--- src/rtl/hdmi_rx_pkg.sv ---
// hdmi_rx_pkg
//   Shared definitions for the HDMI TMDS receive decoder: the four control
//   codes, video/data guard-band symbols, the TERC4 code table, the decoder
//   FSM state type and the per-triple symbol classification type.
package hdmi_rx_pkg;

  localparam logic [9:0] CTL_CODE_00 = 10'b1101010100;
  localparam logic [9:0] CTL_CODE_01 = 10'b0010101011;
  localparam logic [9:0] CTL_CODE_10 = 10'b0101010100;
  localparam logic [9:0] CTL_CODE_11 = 10'b1010101011;

  localparam logic [9:0] VGUARD_RED = 10'b1011001100;
  localparam logic [9:0] VGUARD_GRN = 10'b0100110011;
  localparam logic [9:0] VGUARD_BLU = 10'b1011001100;
  localparam logic [9:0] DGUARD_RG  = 10'b0100110011;

  // Index is the 4-bit nibble carried by the code.
  localparam logic [9:0] TERC4_CODE [16] = '{
    10'b1010011100, 10'b1001100011, 10'b1011100100, 10'b1011100010,
    10'b0101110001, 10'b0100011110, 10'b0110001110, 10'b0100111100,
    10'b1011001100, 10'b0100111001, 10'b0110011100, 10'b1011000110,
    10'b1010001110, 10'b1001110001, 10'b0101100011, 10'b1011000011
  };

  typedef enum logic [2:0] {
    ST_CTRL,
    ST_VGUARD,
    ST_VIDEO,
    ST_DGUARD_L,
    ST_ISLAND,
    ST_DGUARD_T
  } rx_state_t;

  typedef enum logic [2:0] {
    SC_CTRL,
    SC_TERC4,
    SC_DATA,
    SC_GUARD,
    SC_ILLEGAL
  } sym_class_t;

endpackage

--- src/rtl/tmds_decode_ch.sv ---
// tmds_decode_ch
//   Combinational decode of one 10-bit TMDS channel symbol, in all three
//   interpretations at once; the caller picks the one the link state needs.
//   Ports:
//     sym      in   10-bit received symbol
//     is_ctrl  out  symbol is one of the four control codes
//     ctl      out  2-bit control value (valid when is_ctrl)
//     is_terc  out  symbol is a TERC4 code
//     terc     out  4-bit TERC4 nibble (valid when is_terc)
//     data     out  8-bit TMDS video-data decode (always computed)
module tmds_decode_ch
  import hdmi_rx_pkg::*;
(
  input  logic [9:0] sym,
  output logic       is_ctrl,
  output logic [1:0] ctl,
  output logic       is_terc,
  output logic [3:0] terc,
  output logic [7:0] data
);

  logic [7:0] q;

  always_comb begin
    is_ctrl = 1'b0;
    ctl     = '0;
    case (sym)
      CTL_CODE_00: begin is_ctrl = 1'b1; ctl = 2'b00; end
      CTL_CODE_01: begin is_ctrl = 1'b1; ctl = 2'b01; end
      CTL_CODE_10: begin is_ctrl = 1'b1; ctl = 2'b10; end
      CTL_CODE_11: begin is_ctrl = 1'b1; ctl = 2'b11; end
      default: ;
    endcase
  end

  always_comb begin
    is_terc = 1'b0;
    terc    = '0;
    for (int unsigned i = 0; i < 16; i++) begin
      if (sym == TERC4_CODE[i]) begin
        is_terc = 1'b1;
        terc    = 4'(i);
      end
    end
  end

  // bit9 marks an inverted payload; bit8 selects XOR (1) or XNOR (0) chaining.
  always_comb begin
    q       = sym[9] ? ~sym[7:0] : sym[7:0];
    data    = '0;
    data[0] = q[0];
    for (int unsigned i = 1; i < 8; i++) begin
      data[i] = sym[8] ? (q[i] ^ q[i-1]) : ~(q[i] ^ q[i-1]);
    end
  end

endmodule

--- src/rtl/hdmi_rx_decoder.sv ---
// hdmi_rx_decoder
//   TMDS receive decoder. Classifies each {red, green, blue} symbol triple,
//   tracks the HDMI period sequence (control, preamble, guard, video or data
//   island) and recovers the {R, G, B, DE, HSYNC, VSYNC} word plus TERC4
//   island nibbles. Latency from d to all outputs is 2 clk.
//   Optional error counter: define HDMI_RX_ERRCNT_EN to build err_count as a
//   saturating count of sym_err pulses; otherwise err_count is tied to 0.
//   Ports:
//     clk           in   pixel clock
//     rst           in   synchronous active-high reset
//     d             in   30-bit TMDS triple {red, green, blue}
//     dd            out  27-bit {R, G, B, DE, HSYNC, VSYNC}
//     island_valid  out  decoded data-island symbol this cycle
//     island_data   out  TERC4 nibbles {red, green, blue}
//     locked        out  video period decoded since last error/reset
//     sym_err       out  one-cycle pulse on illegal/out-of-sequence symbol
//     err_count     out  saturating error count (0 when feature disabled)
module hdmi_rx_decoder
  import hdmi_rx_pkg::*;
#(
  parameter int unsigned ISLAND_LEN = 32,
  parameter int unsigned PRE_MIN    = 8
) (
  input  logic        clk,
  input  logic        rst,
  input  logic [29:0] d,
  output logic [26:0] dd,
  output logic        island_valid,
  output logic [11:0] island_data,
  output logic        locked,
  output logic        sym_err,
  output logic [15:0] err_count
);

  localparam int unsigned    ICW       = (ISLAND_LEN > 1) ? $clog2(ISLAND_LEN) : 1;
  localparam logic [ICW-1:0] ISL_LAST  = ICW'(ISLAND_LEN - 1);
  localparam logic [3:0]     PRE_MIN_C = (PRE_MIN > 15) ? 4'hF : 4'(PRE_MIN);

  // Stage 1: input register; d_vld keeps post-reset garbage out of stage 2.
  logic [29:0] d_q;
  logic        d_vld;

  always_ff @(posedge clk) begin
    if (rst) begin
      d_q   <= '0;
      d_vld <= 1'b0;
    end else begin
      d_q   <= d;
      d_vld <= 1'b1;
    end
  end

  logic       r_is_ctrl, g_is_ctrl, b_is_ctrl;
  logic [1:0] r_ctl, g_ctl, b_ctl;
  logic       r_is_terc, g_is_terc, b_is_terc;
  logic [3:0] r_terc, g_terc, b_terc;
  logic [7:0] r_data, g_data, b_data;

  tmds_decode_ch u_dec_red (
    .sym(d_q[29:20]), .is_ctrl(r_is_ctrl), .ctl(r_ctl),
    .is_terc(r_is_terc), .terc(r_terc), .data(r_data)
  );
  tmds_decode_ch u_dec_grn (
    .sym(d_q[19:10]), .is_ctrl(g_is_ctrl), .ctl(g_ctl),
    .is_terc(g_is_terc), .terc(g_terc), .data(g_data)
  );
  tmds_decode_ch u_dec_blu (
    .sym(d_q[9:0]), .is_ctrl(b_is_ctrl), .ctl(b_ctl),
    .is_terc(b_is_terc), .terc(b_terc), .data(b_data)
  );

  rx_state_t      state;
  logic [3:0]     pre_cnt;
  logic           pre_is_data;
  logic [1:0]     hv_last;       // {HSYNC, VSYNC}
  logic [ICW-1:0] isl_cnt;
  logic           g_second;

  sym_class_t sclass;
  logic       is_vguard, is_dguard, is_vpre, is_dpre;
  logic       guard_ok_v, guard_ok_d;
  logic [3:0] pre_cnt_ctl;
  logic [1:0] ctl_hv, terc_hv;
  logic       ctrl_sym, err_now;

  always_comb begin
    is_vguard = (d_q == {VGUARD_RED, VGUARD_GRN, VGUARD_BLU});
    is_dguard = (d_q[29:20] == DGUARD_RG) && (d_q[19:10] == DGUARD_RG) &&
                b_is_terc && (b_terc[3:2] == 2'b11);
    if (r_is_ctrl && g_is_ctrl && b_is_ctrl)      sclass = SC_CTRL;
    else if (is_vguard || is_dguard)              sclass = SC_GUARD;
    else if (r_is_terc && g_is_terc && b_is_terc) sclass = SC_TERC4;
    else if (r_is_ctrl || g_is_ctrl || b_is_ctrl) sclass = SC_ILLEGAL;
    else                                          sclass = SC_DATA;
    is_vpre = (sclass == SC_CTRL) && (r_ctl == 2'b00) && (g_ctl == 2'b01);
    is_dpre = (sclass == SC_CTRL) && (r_ctl == 2'b01) && (g_ctl == 2'b01);
    ctl_hv  = {b_ctl[0], b_ctl[1]};
    terc_hv = {b_terc[0], b_terc[1]};
  end

  // Preamble run length: restarts on a type change, clears on plain control.
  always_comb begin
    pre_cnt_ctl = '0;
    if (is_vpre || is_dpre) begin
      if ((pre_cnt != 4'd0) && (pre_is_data == is_dpre))
        pre_cnt_ctl = (pre_cnt == 4'hF) ? pre_cnt : pre_cnt + 4'd1;
      else
        pre_cnt_ctl = 4'd1;
    end
  end

  always_comb begin
    guard_ok_v = is_vguard && !pre_is_data && (pre_cnt >= PRE_MIN_C);
    guard_ok_d = is_dguard &&  pre_is_data && (pre_cnt >= PRE_MIN_C);
    ctrl_sym   = (sclass == SC_CTRL) && ((state == ST_CTRL) || (state == ST_VIDEO));
    err_now    = 1'b0;
    case (state)
      ST_CTRL:     err_now = (sclass != SC_CTRL) && !guard_ok_v && !guard_ok_d;
      ST_VGUARD:   err_now = !is_vguard;
      ST_VIDEO:    err_now = (sclass == SC_ILLEGAL);
      ST_DGUARD_L: err_now = !is_dguard;
      ST_ISLAND:   err_now = (sclass != SC_TERC4);
      ST_DGUARD_T: err_now = !is_dguard;
      default:     err_now = 1'b1;
    endcase
    err_now = err_now && d_vld;
  end

  // Stage 2: sequence FSM with registered outputs.
  always_ff @(posedge clk) begin
    if (rst) begin
      state        <= ST_CTRL;
      pre_cnt      <= '0;
      pre_is_data  <= 1'b0;
      hv_last      <= '0;
      isl_cnt      <= '0;
      g_second     <= 1'b0;
      dd           <= '0;
      island_valid <= 1'b0;
      island_data  <= '0;
      locked       <= 1'b0;
      sym_err      <= 1'b0;
    end else begin
      sym_err      <= err_now;
      island_valid <= 1'b0;
      if (err_now) begin
        state   <= ST_CTRL;
        pre_cnt <= '0;
        locked  <= 1'b0;
        dd      <= {25'h0, hv_last};
      end else if (d_vld) begin
        if (ctrl_sym) begin
          // A control triple ends video and is handled as control this cycle.
          state       <= ST_CTRL;
          pre_cnt     <= pre_cnt_ctl;
          pre_is_data <= is_dpre;
          hv_last     <= ctl_hv;
          dd          <= {25'h0, ctl_hv};
        end else begin
          case (state)
            ST_CTRL: begin
              pre_cnt <= '0;
              if (guard_ok_v) begin
                state <= ST_VGUARD;
                dd    <= {25'h0, hv_last};
              end else begin
                state   <= ST_DGUARD_L;
                hv_last <= terc_hv;
                dd      <= {25'h0, terc_hv};
              end
            end
            ST_VGUARD: begin
              state <= ST_VIDEO;
              dd    <= {25'h0, hv_last};
            end
            ST_VIDEO: begin
              dd     <= {r_data, g_data, b_data, 1'b1, hv_last};
              locked <= 1'b1;
            end
            ST_DGUARD_L: begin
              state   <= ST_ISLAND;
              isl_cnt <= '0;
              hv_last <= terc_hv;
              dd      <= {25'h0, terc_hv};
            end
            ST_ISLAND: begin
              island_valid <= 1'b1;
              island_data  <= {r_terc, g_terc, b_terc};
              hv_last      <= terc_hv;
              dd           <= {25'h0, terc_hv};
              if (isl_cnt == ISL_LAST) begin
                state    <= ST_DGUARD_T;
                g_second <= 1'b0;
              end else begin
                isl_cnt <= isl_cnt + ICW'(1);
              end
            end
            ST_DGUARD_T: begin
              hv_last  <= terc_hv;
              dd       <= {25'h0, terc_hv};
              g_second <= 1'b1;
              if (g_second) state <= ST_CTRL;
            end
            default: state <= ST_CTRL;
          endcase
        end
      end
    end
  end

`ifdef HDMI_RX_ERRCNT_EN
  always_ff @(posedge clk) begin
    if (rst)
      err_count <= '0;
    else if (err_now && (err_count != 16'hFFFF))
      err_count <= err_count + 16'd1;
  end
`else
  assign err_count = '0;
`endif

endmodule
--- config.mk ---
export PLATFORM = sky130hd
export DESIGN_NAME = hdmi_rx_decoder
export DESIGN_NICKNAME = d
export VERILOG_FILES = /design/src/rtl/hdmi_rx_pkg.sv /design/src/rtl/tmds_decode_ch.sv /design/src/rtl/hdmi_rx_decoder.sv
export SDC_FILE = /design/constraint.sdc
export NUM_CORES = 1
export LEC_CHECK = 0
export ABC_AREA = 1
export CAP_MARGIN = 25
export CORE_MARGIN = 4
export CORE_UTILIZATION = 54
export CTS_CLUSTER_DIAMETER = 80
export CTS_CLUSTER_SIZE = 40
export DETAILED_ROUTE_END_ITERATION = 10
export GPL_TIMING_DRIVEN = 1
export PLACE_DENSITY = 0.8
export SETUP_SLACK_MARGIN = 0.15
export SLEW_MARGIN = 20
export SYNTH_ARGS = -nofsm -noshare
export SYNTH_HDL_FRONTEND = slang
export SYNTH_SLANG_ARGS = --single-unit
--- constraint.sdc ---
create_clock -name clk -period 2.3 [get_ports clk]
set_input_delay 0.23 -clock clk [delete_from_list [all_inputs] [get_ports clk]]
set_output_delay 0.23 -clock clk [all_outputs]
set_load 0.01 [all_outputs]
After elaboration in Yosys (flattened, before gate mapping)
Index checks and enable logic that the tools add are counted. W data, S select, Z words.

Register bits after elaboration: 89. Bits in latches: 0. Memory bits (writable): 0. Bits in read-only memories: 0. Output and inout bits: 58. Memories: 0.

Add/sub/neg operators: 2. Multiply operators: 0. Div/mod/pow operators: 0. Order comparisons: 1. Equality and inequality tests: 83. Shift operators: 0. Mux-type cells: 152. Bitwise gates (word level): 48. Reduce and logical (&&, ||, !) cells: 59.

Operator list (number): $eq A10 B10 Y1 const B (33); $eq A10 B9 Y1 const B (26); $mux W4 (29); $pmux W27 S4 (1); $mux W1 (78); $mux W3 (19); $eq A10 B8 Y1 const B (3); $eq A30 B30 Y1 const B (1); $mux W27 (1); $mux W2 (12); $mux W8 (3); $not A1 Y1 (24); $not A8 Y8 (3); $xor A1 B1 Y1 (21); $logic_and A1 B1 Y1 (20); $pmux W2 S3 (3); $pmux W3 S6 (1); $reduce_or A4 Y1 (4); $reduce_and A4 Y1 (3); $pmux W5 S2 (1); $reduce_and A5 Y1 (2); $eq A3 B3 Y1 const B (3); $ne A3 B3 Y1 const B (3); $reduce_and A3 Y1 (3); other kinds (29) (48).

Logic depth before layout (Yosys ltp)
Depth in word-level cells: 30. Mapped depth: 20. Gate-level depth less buffers: 19.

By module
From an unflattened synthesis, not the netlist that was laid out.

Cells, all modules: 897. Area, all modules: 5925.7 um2.

Modules (own cells, without submodules): hdmi_rx_decoder (instances 1, cells each 558, area an instance 4063.9 um2); tmds_decode_ch (instances 3, cells each 113, area an instance 620.6 um2).

Worst setup path before layout
Ideal clock, no wire load.

Kind: register -> register. Start point: register d_q[12]. End point: register island_data[2]. Setup time: 0.116 ns. Arrival time: 1.965 ns. Slack: 0.220 ns. Cell stages (with the launch flop): 17. Cell sequence: dfxtp_1 inv_1 ha_1 inv_1 nor2_1 nand3_2 nor2_2 nand3_2 nand3_1 nand2_1 nand2_2 nand3_2 nor2_4 nand3_2 buf_6 nor3_2 nor2_1.

Cells in the longest elaborated chain, start to end: 29.

RTL lines: start: declaration (RTL line hdmi_rx_decoder.sv:40) `logic [29:0] d_q;`; start signal: assignment (RTL line hdmi_rx_decoder.sv:45) `d_q <= '0;`; start signal: assignment (RTL line hdmi_rx_decoder.sv:48) `d_q <= d;`; $eq A10 B10 Y1 (RTL line tmds_decode_ch.sv:40) `if (sym == TERC4_CODE[i]) begin`; $mux W1 (16 in a row) (RTL line tmds_decode_ch.sv:40); $logic_and A1 B1 Y1 (2 in a row) (RTL line hdmi_rx_decoder.sv:92) `else if (r_is_terc && g_is_terc && b_is_terc) sclass = SC_TERC4;`; $mux W3 (RTL line hdmi_rx_decoder.sv:92); $mux W3 (RTL line hdmi_rx_decoder.sv:91) `else if (is_vguard || is_dguard) sclass = SC_GUARD;`; $mux W3 (RTL line hdmi_rx_decoder.sv:90) `if (r_is_ctrl && g_is_ctrl && b_is_ctrl) sclass = SC_CTRL;`; $reduce_bool A3 Y1 (RTL line hdmi_rx_decoder.sv:118) `ST_CTRL: err_now = (sclass != SC_CTRL) && !guard_ok_v && !guard_ok_d;`; $logic_and A1 B1 Y1 (2 in a row) (RTL line hdmi_rx_decoder.sv:118); $pmux W1 S5 (RTL line hdmi_rx_decoder.sv:117) `case (state)`; $logic_and A1 B1 Y1 (RTL line hdmi_rx_decoder.sv:126) `err_now = err_now && d_vld;`; $not A1 Y1 (no source line); $reduce_and A4 Y1 (no source line) (*); end signal: assignment (RTL line hdmi_rx_decoder.sv:188) `island_data <= {r_terc, g_terc, b_terc};`; end: declaration (RTL line hdmi_rx_decoder.sv:29) `output logic [11:0] island_data,`.

Mark *: on every way between the ends. The rest lies on a longest branch, timed or not. A chain may end at the register's enable or synchronous reset.

Worst setup path after layout
Start point: register d_q[1]. End point: register pre_cnt[1].

Cells in the longest elaborated chain, start to end: 30.

RTL lines: $eq A10 B10 Y1 (RTL line tmds_decode_ch.sv:40); $mux W1 (16 in a row) (RTL line tmds_decode_ch.sv:40); $logic_and A1 B1 Y1 (RTL line hdmi_rx_decoder.sv:88) `is_dguard = (d_q[29:20] == DGUARD_RG) && (d_q[19:10] == DGUARD_RG) &&`; $logic_and A1 B1 Y1 (RTL line hdmi_rx_decoder.sv:89) `b_is_terc && (b_terc[3:2] == 2'b11);`; $logic_or A1 B1 Y1 (RTL line hdmi_rx_decoder.sv:91); $mux W3 (RTL line hdmi_rx_decoder.sv:91); $mux W3 (RTL line hdmi_rx_decoder.sv:90); $logic_not A3 Y1 (RTL line hdmi_rx_decoder.sv:95, hdmi_rx_decoder.sv:96, hdmi_rx_decoder.sv:115); $logic_and A1 B1 Y1 (2 in a row) (RTL line hdmi_rx_decoder.sv:96) `is_dpre = (sclass == SC_CTRL) && (r_ctl == 2'b01) && (g_ctl == 2'b01);`; $eq A1 B1 Y1 (RTL line hdmi_rx_decoder.sv:105) `if ((pre_cnt != 4'd0) && (pre_is_data == is_dpre))`; $logic_and A1 B1 Y1 (RTL line hdmi_rx_decoder.sv:105); $mux W4 (RTL line hdmi_rx_decoder.sv:105); $mux W4 (RTL line hdmi_rx_decoder.sv:104) `if (is_vpre || is_dpre) begin`; $mux W4 (RTL line hdmi_rx_decoder.sv:152) `if (ctrl_sym) begin`; end signal: assignment (RTL line hdmi_rx_decoder.sv:155) `pre_cnt <= pre_cnt_ctl;`; end: declaration (RTL line hdmi_rx_decoder.sv:73) `logic [3:0] pre_cnt;`.

Several ways; a longest one is shown, not always the timed one.

==> results.md <==
- Status: complete, but fails checks
- Failing checks: setup timing
- Die footprint: 0.0121 mm2
- Total CTS buffers: 9
- Min setup slack post-route: -0.0819 ns
- Vias per inst: 5.44
- Core Util, Final: 76.2%
- Maximum VDD drop: 319 uV
- # IOs: 90
- Layout Skew: 0.0110 ns
- DRT Wirelength: 17300 um
- Final period util: 104%
- Cell row count: 36
- Crit start category: flip-flop
- Total Routing Usage GR: 27.4%
- Worst Tran Pin Value: 0.508 ns
- FMAX: 420 MHz
- Post-Synthesis Cells: 875
- Initial antenna violation count: 0
- Largest net degree at the start of global routing: 30
- Pwr/cell area: 498 mW/mm2
- Pleak: 3.36 nW
- CTS tree: yes
- N_diodes: 0
- Area after DPL: 0.00657 mm2
- DP HPWL: 11100 um
- Syn-to-layout area delta: 35.3%
- Residual DRC count: 0
- Post-Syn Area: 0.00560 mm2
- DR pass1 iterations: 7
- Register bit total from synthesis: 89
- Worst-path clk slew: 0.10 ns
- Clock tree buffer depth: 2
- Yosys top cell by area: dfxtp_1
- CP Data Required Time: 2.59 ns
- Max-slew headroom: 66.1%
- Vias in the first global route: 5619
- Yosys warning total: 0
- Total number of vias: 6182
- Min Tclk post-route: 2.38 ns
- Max Slew Vio Count: 0
- Final hold vios: 0
- CP Class: reg2reg
- Count of different cell masters after synthesis: 41
- Setup-violating endpoint count in the final report: 16
- Core Region: 0.00995 mm2
- IO Port Bufs: 73
- Starting density of the core: 56.3%
- # clock sinks: 89
- Die X: 110 um
- Post-Layout Inst Area: 0.00758 mm2
- H-tree lvl count: 3
- DR WL/cell: 15.2 um
- Synth top area cells: dfxtp_1 32%, nand2_1 12%, nor2_1 11%
- Crit. End Element: flip-flop
- Root Buffer: clkbuf_8
- Final nets: 1038
- RSZ-0062 raised after global routing: yes
- Mean Syn Cell Area: 6.40 um2
- Post-route ant nets: 0
- First-pass GRT wire length: 26300 um
- Hold crit path type: in2reg
- Layout cells sized above 1: 27.7%
- Crit-path max FO: 7
- First DRT Iteration DRCs: 523
- Gr ovfl total: 0
- Fillers: 746
- Clock Latency Late Sink: 0.37 ns
- Crit path DAT: 2.67 ns
- Max-cap violations: 0
- Die height: 110 um
- GPL Wtd Cong: 1.03
- Seq/Total Area, Yosys: 31.8%
- Top-area cell type share of the netlist area: 31.8%
through the flow:
| step | TNS (ns) | setup slack, ns | hold slack (ns) | power, mW | instances |
|---|---|---|---|---|---|
| floorplan | 0 | 0.220 | 0.337 | 2.27 | 890 |
| global placement | 0 | 0.0299 | 0.437 | 2.53 | 1091 |
| detailed placement | -0.0582 | -0.0230 | 0.453 | 2.54 | 1091 |
| CTS | 0 | 0.0999 | 0.362 | 3.66 | 1124 |
| global route | -4.65 | -0.210 | 0.365 | 3.93 | 1136 |
| finish | -0.409 | -0.0819 | 0.357 | 3.78 | 1136 |
path summary, 6_finish.rpt:
| path | start | endpoint | slack [ns] | depth (start not counted) |
|---|---|---|---|---|
| max | d_q[1] | pre_cnt[1] | -0.08 | 12 |
| min | d[14] | d_q[14] | 0.36 | 3 |
| max reg2reg | d_q[1] | pre_cnt[1] | -0.08 | 12 |
| min reg2reg | dd[15] | dd[15] | 0.46 | 2 |
kinds of logic (layout without fill, tap and decap cells):
family	after synthesis	in the layout	synth area share, %
AO/OA/AOI/OAI	77	77	7.73
flip-flops	89	89	31.8
XOR/XNOR	29	29	4.53
adder cells (fa/ha/maj)	8	8	1.79
AND/OR/NAND/NOR	493	493	40.3
buffers and inverters	178	291	13.8
other	1	16	0.0669
cell type report:
type / instances / area [um2] / area share (%)
multi-input cells: 623 / 3570 / 47.1
flip-flops and latches: 89 / 1830 / 24.2
repair buffers: 134 / 1280 / 16.8
inverters: 141 / 549 / 7.25
well taps: 133 / 166 / 2.20
clock buffers: 10 / 138 / 1.82
clock inverters: 6 / 51.3 / 0.677
critical path, stage by stage (launching register included):
cell and delay, ns:
dfxtp_2 0.35, inv_1 0.07, nand2_1 0.14, nor2_2 0.18
nand3_1 0.11, nand2_2 0.18, nand3_4 0.15, nor2_1 0.30
inv_1 0.12, nor4_1 0.29, buf_4 0.17, a21oi_1 0.09
a211oi_2 0.16
routing by layer:
metal	vias to the layer above	global-route usage [%]	routed length, um
met5	-	0	0
met4	0	9.35	558
met2	359	47.1	8330
met3	71	3.58	1550
li1	2963	-	-
met1	2789	35.1	6840
power by group:
group / internal (mW) / total [mW] / switching [mW]
logic: 0.403 / 1.02 / 0.620
clock network: 0.438 / 1.05 / 0.616
registers: 1.62 / 1.70 / 0.0838
total: 2.46 / 3.78 / 1.32
repair_timing:
item | 4_1_cts | 5_1_grt
setup buffers | 15 | 12
endpoints found under the setup margin | 57 | 58
pin swaps | 13 | 27
cloned | 2 | 0
gates resized for setup | 85 | 95
hold buffers | 0 | 0
cells in the final DEF, fill, tap and decap left out, types with 26 or more instances in the layout:
| cell type | n |
|---|---|
| inv_1 | 106 |
| dfxtp_1 | 61 |
| buf_4 | 52 |
| nor2_1 | 123 |
| nand2_2 | 31 |
| nor2_2 | 27 |
| a21oi_1 | 32 |
| nand3_1 | 67 |
| nand2_1 | 155 |
| inv_2 | 26 |
| clkdlybuf4s50_1 | 73 |
registers in the layout, indices dropped and copies added, names as in the netlist:
| name | flops |
|---|---|
| d_q | 30 |
| d_vld | 1 |
| dd | 27 |
| g_second | 1 |
| hv_last | 2 |
| isl_cnt | 5 |
| island_data | 12 |
| island_valid | 1 |
| locked | 1 |
| pre_cnt | 4 |
| pre_is_data | 1 |
| state | 3 |
| sym_err | 1 |
synth_stat cells, drive strengths merged:
| library cell | count |
|---|---|
| o22ai | 1 |
| nand4 | 26 |
| xnor2 | 5 |
| nor4 | 1 |
| xor2 | 24 |
| a31oi | 2 |
| buf | 27 |
| ha | 8 |
| nand3b | 3 |
| nor2 | 175 |
| conb | 1 |
| o21ai | 19 |
| nand2 | 193 |
| o31ai | 1 |
| dfxtp | 89 |
| nor3 | 8 |
| a21oi | 48 |
| a211oi | 6 |
| and3 | 1 |
| clkbuf | 10 |
| inv | 139 |
| and2 | 1 |
| clkinv | 2 |
| nand3 | 83 |
| nor3b | 2 |
No activity file was read; power rests on OpenSTA's default activity.
